File: src/rtl/uart_tx_arbiter.sv
// uart_tx_arbiter: round-robin arbiter feeding four byte requesters into one uart_tx.
// Optional header frame (0xA0|grant) per transfer when UART_ARB_TAG_EN is defined.
//
// Ports:
//   clk          system clock, rising edge
//   rst          asynchronous active-high reset
//   req_valid_i  per-requester byte-valid flags (bit i = requester i)
//   req_data_i   requester bytes, [8i+7:8i] for requester i
//   req_ready_o  one-cycle accept strobe for the granted requester
//   tx_start_o   one-cycle frame-start strobe to uart_tx
//   tx_data_o    byte presented to uart_tx
//   tx_done_i    uart_tx end-of-stop-bit pulse
//   grant_o      index of the requester owning the transmitter
//   busy_o       high whenever the arbiter is not idle
//
// Parameter GAP_CYCLES: idle cycles after each completed frame (0 = none).
// Macro UART_ARB_TAG_EN: adds HSTART/HWAIT to send a header byte before data.
module uart_tx_arbiter #(
  parameter int GAP_CYCLES = 10
) (
  input  logic        clk,
  input  logic        rst,
  input  logic [3:0]  req_valid_i,
  input  logic [31:0] req_data_i,
  output logic [3:0]  req_ready_o,
  output logic        tx_start_o,
  output logic [7:0]  tx_data_o,
  input  logic        tx_done_i,
  output logic [1:0]  grant_o,
  output logic        busy_o
);

  localparam int CW = (GAP_CYCLES > 1) ? $clog2(GAP_CYCLES) : 1;
  localparam int GL = (GAP_CYCLES > 0) ? GAP_CYCLES - 1 : 0;
  localparam logic [CW-1:0] GAP_LAST = CW'(GL);

  typedef enum logic [2:0] {
    S_IDLE,
    S_GRANT,
    S_START,
    S_WAIT,
    S_GAP
`ifdef UART_ARB_TAG_EN
    ,
    S_HSTART,
    S_HWAIT
`endif
  } state_t;

  state_t        state_q;
  logic [3:0]    ready_q;
  logic          start_q;
  logic [7:0]    txd_q;
  logic [1:0]    grant_q;
  logic [1:0]    last_q;
  logic [CW-1:0] gap_q;
`ifdef UART_ARB_TAG_EN
  logic [7:0]    data_q;
`endif

  logic          hit_d;
  logic [1:0]    pick_d;
  logic [1:0]    cand;
  logic [7:0]    byte_d;

  // Search upward from last_q+1; iterate farthest-first so the
  // nearest candidate overwrites and wins.
  always_comb begin
    hit_d  = 1'b0;
    pick_d = last_q;
    cand   = '0;
    for (int k = 4; k >= 1; k--) begin
      cand = last_q + 2'(k);
      if (req_valid_i[cand]) begin
        hit_d  = 1'b1;
        pick_d = cand;
      end
    end
  end

  assign byte_d = req_data_i[{grant_q, 3'b000} +: 8];

  always_ff @(posedge clk or posedge rst) begin
    if (rst) begin
      state_q <= S_IDLE;
      ready_q <= '0;
      start_q <= 1'b0;
      txd_q   <= '0;
      grant_q <= '0;
      last_q  <= 2'd3;
      gap_q   <= '0;
`ifdef UART_ARB_TAG_EN
      data_q  <= '0;
`endif
    end else begin
      ready_q <= '0;
      start_q <= 1'b0;
      case (state_q)
        S_IDLE: begin
          if (hit_d) begin
            grant_q <= pick_d;
            last_q  <= pick_d;
            ready_q <= 4'b0001 << pick_d;
            state_q <= S_GRANT;
          end
        end
        S_GRANT: begin
          // A requester that dropped valid loses its turn;
          // last_q already advanced so rotation continues.
          if (req_valid_i[grant_q]) begin
            start_q <= 1'b1;
`ifdef UART_ARB_TAG_EN
            data_q  <= byte_d;
            txd_q   <= {6'b101000, grant_q};
            state_q <= S_HSTART;
`else
            txd_q   <= byte_d;
            state_q <= S_START;
`endif
          end else begin
            state_q <= S_IDLE;
          end
        end
`ifdef UART_ARB_TAG_EN
        S_HSTART: state_q <= S_HWAIT;
        S_HWAIT: begin
          if (tx_done_i) begin
            txd_q   <= data_q;
            start_q <= 1'b1;
            state_q <= S_START;
          end
        end
`endif
        S_START: state_q <= S_WAIT;
        S_WAIT: begin
          if (tx_done_i) begin
            gap_q <= '0;
            if (GAP_CYCLES == 0) begin
              state_q <= S_IDLE;
            end else begin
              state_q <= S_GAP;
            end
          end
        end
        S_GAP: begin
          if (gap_q == GAP_LAST) begin
            gap_q   <= '0;
            state_q <= S_IDLE;
          end else begin
            gap_q <= gap_q + 1'b1;
          end
        end
        default: state_q <= S_IDLE;
      endcase
    end
  end

  assign req_ready_o = ready_q;
  assign tx_start_o  = start_q;
  assign tx_data_o   = txd_q;
  assign grant_o     = grant_q;
  assign busy_o      = (state_q != S_IDLE);

endmodule
File: config.mk
export PLATFORM = sky130hd
export DESIGN_NAME = uart_tx_arbiter
export DESIGN_NICKNAME = d
export VERILOG_FILES = /design/src/rtl/uart_tx_arbiter.sv
export SDC_FILE = /design/constraint.sdc
export NUM_CORES = 1
export LEC_CHECK = 0
export ABC_AREA = 1
export CAP_MARGIN = 15
export CORE_MARGIN = 2
export CORE_UTILIZATION = 43
export CTS_CLUSTER_DIAMETER = 200
export CTS_CLUSTER_SIZE = 40
export DETAILED_ROUTE_END_ITERATION = 10
export PLACE_DENSITY = 0.79
export SLEW_MARGIN = 10
export SYNTH_ARGS = -nofsm -noshare
export SYNTH_HDL_FRONTEND = slang
export SYNTH_SLANG_ARGS = --single-unit
File: constraint.sdc
create_clock -name clk -period 1.7 [get_ports clk]
set_input_delay 0.34 -clock clk [delete_from_list [all_inputs] [get_ports clk]]
set_output_delay 0.34 -clock clk [all_outputs]
set_load 0.05 [all_outputs]
-- After elaboration in Yosys (flattened, before gate mapping)
Index checks and enable logic that the tools add are counted.
- add/subtract/negate cells: 4
- magnitude comparators: 5
- equality and inequality tests: 8
- shift-type cells: 2
- multiplexer cells: 29
- reductions and logical operators: 7
- operator list (cell ; count):
    indexed part select 32 x 6 -> 8 bit ; 1
    2-to-1 mux 4 bit ; 4
    < comparator 2 x 3 -> 1 bit, second input constant ; 5
    one-hot mux 3 bit (5 select lines) ; 1
    2-to-1 mux 1 bit ; 11
    binary-select mux 1 bit (select 2 bit) ; 5
    2-to-1 mux 3 bit ; 3
    2-to-1 mux 2 bit ; 4
    one-hot mux 4 bit (2 select lines) ; 1
    equality test 3 x 2 -> 1 bit, second input constant ; 2
    != test 2 bit, second input constant ; 3
    AND reduction 2 bit ; 3
    adder 2 bit, second input constant ; 2
    adder 4 x 1 -> 4 bit, second input constant ; 1
    equality test 4 bit, second input constant ; 1
    << shifter 1 x 2 -> 4 bit, first input constant ; 1
    equality test 3 x 1 -> 1 bit, second input constant ; 1
    equality test 3 bit, second input constant ; 1
    logical NOT 3 bit ; 1
    AND reduction 3 bit ; 1
    nonzero test 3 bit ; 1
    adder 2 x 1 -> 2 bit, second input constant ; 1
    nonzero test 2 bit ; 1
- bits in registers: 24
- input bits: 39
- output and inout bits: 16
- logic and storage cells: 62

-- Depth between registers and ports, before layout
- word-level depth: 9
- depth in mapped cells: 12
- depth with buffers taken out: 11

-- Worst setup path before layout
No wires, ideal clock.
- kind: flip-flop to flip-flop
- start: register grant_q[1], in the netlist grant_o[1]
- end: register txd_q[0], in the netlist tx_data_o[0]
- library setup time: 119 ps
- arrival: 1532 ps
- data required time: 1581 ps
- slack: 48 ps
- cell stages (with the launch flop): 9
- buffers on the path: 1
- period minus slack after synthesis: 1652 ps
- cells stage by stage: dfrtp_1 > buf_4 > a21oi_1 > o21ai_1 > nand2_1 > a31oi_4 > inv_4 > nand2_1 > nand2_1
- word-level cells in the longest chain between the ends: 3
- elaborated cells on any way between the ends: 4
- those cells by class: 1 x shift; 2 x mux; 1 x reduce/logical
- ends and longest elaborated chain (item ; line ; source):
    start, declared ; 54 ; logic [1:0] grant_q;
    start signal, assigned ; 101 ; grant_q <= pick_d;
    branches (longest 3 deep; another with indexed part select 32 x 6 -> 8 bit) ; - ;
    end signal, assigned ; 117 ; txd_q <= byte_d;
    end, declared ; 53 ; logic [7:0] txd_q;
Several ways; the timed one is not identified. The select of a mux whose other input is x is not followed.
A chain may end at the register's enable or synchronous reset.

-- Final worst setup path
- start: register state_q[2]
- end: output busy_o
- word-level cells in the longest chain between the ends: 1
- ends and longest elaborated chain (item ; line ; source):
    start, declared ; 50 ; state_t state_q;
    start signal, assigned ; 85 ; state_q <= S_IDLE;
    start signal, assigned ; 104 ; state_q <= S_GRANT;
    start signal, assigned ; 118 ; state_q <= S_START;
    nonzero test 3 bit ; 162 ; assign busy_o = (state_q != S_IDLE);
    end, declared ; 30 ; output logic busy_o
No other way between the ends.

==> flow_summary.json <==
{
  "status": "completed",
  "fp.dieH_um": 61.6,
  "fp-row-count": 20,
  "synth_most_common_cell": "nand2_1",
  "grt_use_total": 0.211,
  "port_buffers": 54,
  "slew_viol_final": 0,
  "worst_pin_slew_ns": 0.433,
  "path_clk_slew_ns": 0.13,
  "grt_pass1_wl_mm": 5.82,
  "grt-ovfl-total": 0,
  "clk_latency_ns": 0.32,
  "placed_cells": 297,
  "cts_tree": "done",
  "synth_edf_count": 0,
  "critPathArrivalTime_ns": 1.25,
  "synth_common_cells": "69 x nand2_1, 35 x nor2_1, 22 x dfrtp_1, 18 x inv_1, 13 x o21ai_0",
  "setup_ws_ns": 0.110,
  "min_path_type": "primary input to asynchronous set/reset pin",
  "antenna_found_initial": 0,
  "hold_violations": 0,
  "wl_per_cell_um": 11.5,
  "cts_num_sinks": 24,
  "ant_nets": 0,
  "slew_headroom": 0.709,
  "drv_cap": 0,
  "post-route-period-util": 0.935,
  "die_area_mm2": 0.00379,
  "finalWirelength_mm": 3.50,
  "netlist_area_mm2": 0.00143,
  "htreeDepth": 1,
  "drt-vias-per-instance": 4.83,
  "final_core_util": 0.673,
  "cts-buffers-inserted": 3,
  "postPlaceCellArea_mm2": 0.00200,
  "dp_slack_ns": -0.0891,
  "grt_max_degree": 25,
  "cp.required_ns": 1.36,
  "rsz0062_at_grt": "yes",
  "finalNetCount": 301,
  "cp-end-kind": "output pin",
  "synthFlopType": "dfrtp_1",
  "drc_errors": 0,
  "clock_skew_ns": 0.00520,
  "synth_cell_types": 25,
  "postCtsHoldBufs": 0,
  "synth_top_cell_by_area": "dfrtp_1",
  "area_growth_pct": 46.4,
  "fin_total_pwr_mw": 4.09,
  "worst_hold_slack_ns": 0.342,
  "synth_top_area_frac": 0.386,
  "fin_area_mm2": 0.00209,
  "dr.pass1.iters": 4,
  "peakVddDrop_mv": 0.785,
  "grt_pass1_vias": 1321,
  "root_buffer": "clkbuf_4",
  "startpoint_type": "flop",
  "cts_buffer_depth": 2,
  "dp_hpwl_mm": 2.75,
  "ys_warn_count": 0,
  "io_pins": 55,
  "max_freq_mhz": 629,
  "setup_tns_ns": 0,
  "leakage_nw": 1.04,
  "syn_inst": 200,
  "coreArea_mm2": 0.00310,
  "ys_seq_elements": 24,
  "drt-initial-drc-count": 62,
  "worstPathMaxFanout": 3,
  "via_count": 1474,
  "synth.avg_cell_area_um2": 7.13,
  "num_antenna_cells": 0,
  "floorplan.initialDensity": 0.459,
  "seq_area_frac_synth": 0.423,
  "fin_cells": 305,
  "place.gp.congestion": 0.828,
  "syn_nets": 239,
  "power_density_mw_per_mm2": 1960,
  "yosys-top-cells-area": "dfrtp_1 39%, nand2_1 18%, nor2_1 9.2%",
  "post-route-min-period_ns": 1.59,
  "die_w_um": 61.6,
  "setup_violations": 0,
  "critPathKind": "flop to output pin",
  "drive_gt1_frac": 0.169,
  "ys_async_sr_fraction": 1.00
}
critical path: stages, from the launching register on:
cell     delay [ns]
dfrtp_2        0.45
nor2_1         0.10
inv_1          0.06
nor2_2         0.11
inv_2          0.06
buf_6          0.15
final cells by class:
class,count,area [µm²]
multi-input combinational,147,689
fill,292,1020
clock inverter,1,30.0
sequential,24,604
tap,44,55.1
clock buffer,3,22.5
inverter,23,88.8
timing repair buffer,63,597
flip-flops by register name (all words and copies together), names as in the netlist:
name and count:
req_ready_o 4, tx_data_o 8, last_q 2, tx_start_o 1, gap_q 4, grant_o 2, state_q 3
path summary, 6_finish.rpt:
kind	startpoint	end	cells after the start	slack, ns
setup / recovery	state_q[2]$_DFFE_PP0P_	busy_o	5	0.11
hold / removal	rst	tx_data_o[2]$_DFFE_PP0P_	3	0.34
setup reg to reg	grant_o[0]$_DFFE_PP0P_	tx_data_o[6]$_DFFE_PP0P_	7	0.18
hold reg to reg	tx_data_o[0]$_DFFE_PP0P_	tx_data_o[0]$_DFFE_PP0P_	2	0.49
max in group asynchronous	rst	last_q[0]$_DFFE_PP1P_	3	1.07
min in group clk	tx_data_o[0]$_DFFE_PP0P_	tx_data_o[0]$_DFFE_PP0P_	2	0.49
cell families (layout without fill, tap and decap cells):
kind of cell	count (synthesis)	in the layout	synth area share
AND/OR/NAND/NOR	114	114	0.321
buffers and inverters	29	90	0.0948
XOR/XNOR	1	1	0.00615
flip-flops	24	24	0.423
AO/OA/AOI/OAI	32	32	0.155
report_power, final:
group	switching, mW	internal, mW	total [mW]
sequential	0.219	0.844	1.06
combinational	1.67	0.947	2.62
clock	0.174	0.239	0.413
per-layer routing:
metal  up-vias  global-route usage  part of all wire  routed length (µm)
met2        30               0.349              0.49                1700
li1        763                   -                 -                   -
met3         4              0.0189             0.029                 102
met5         -                   0                 0                   0
met4         0               0.100             0.021                  74
met1       677               0.277              0.46                1620
placed cells by master (no fill, tap or decap), types with 2 or more instances in the layout:
master           instances
nand2_1                 69
clkdlybuf4s50_1         38
nor2_1                  34
buf_4                   22
dfrtp_1                 21
inv_1                   17
o21ai_0                 13
o32ai_1                  9
inv_2                    5
nand3_1                  5
a21oi_1                  4
clkbuf_4                 3
o21ai_1                  2
nor3_2                   2
dfstp_2                  2
buf_12                   2
what timing repair did:
action / CTS / global route
endpoints found under the setup margin: 0 / 4
gates resized for setup: 0 / 4
setup buffers: 0 / 4
No activity file was read; power rests on OpenSTA's default activity.
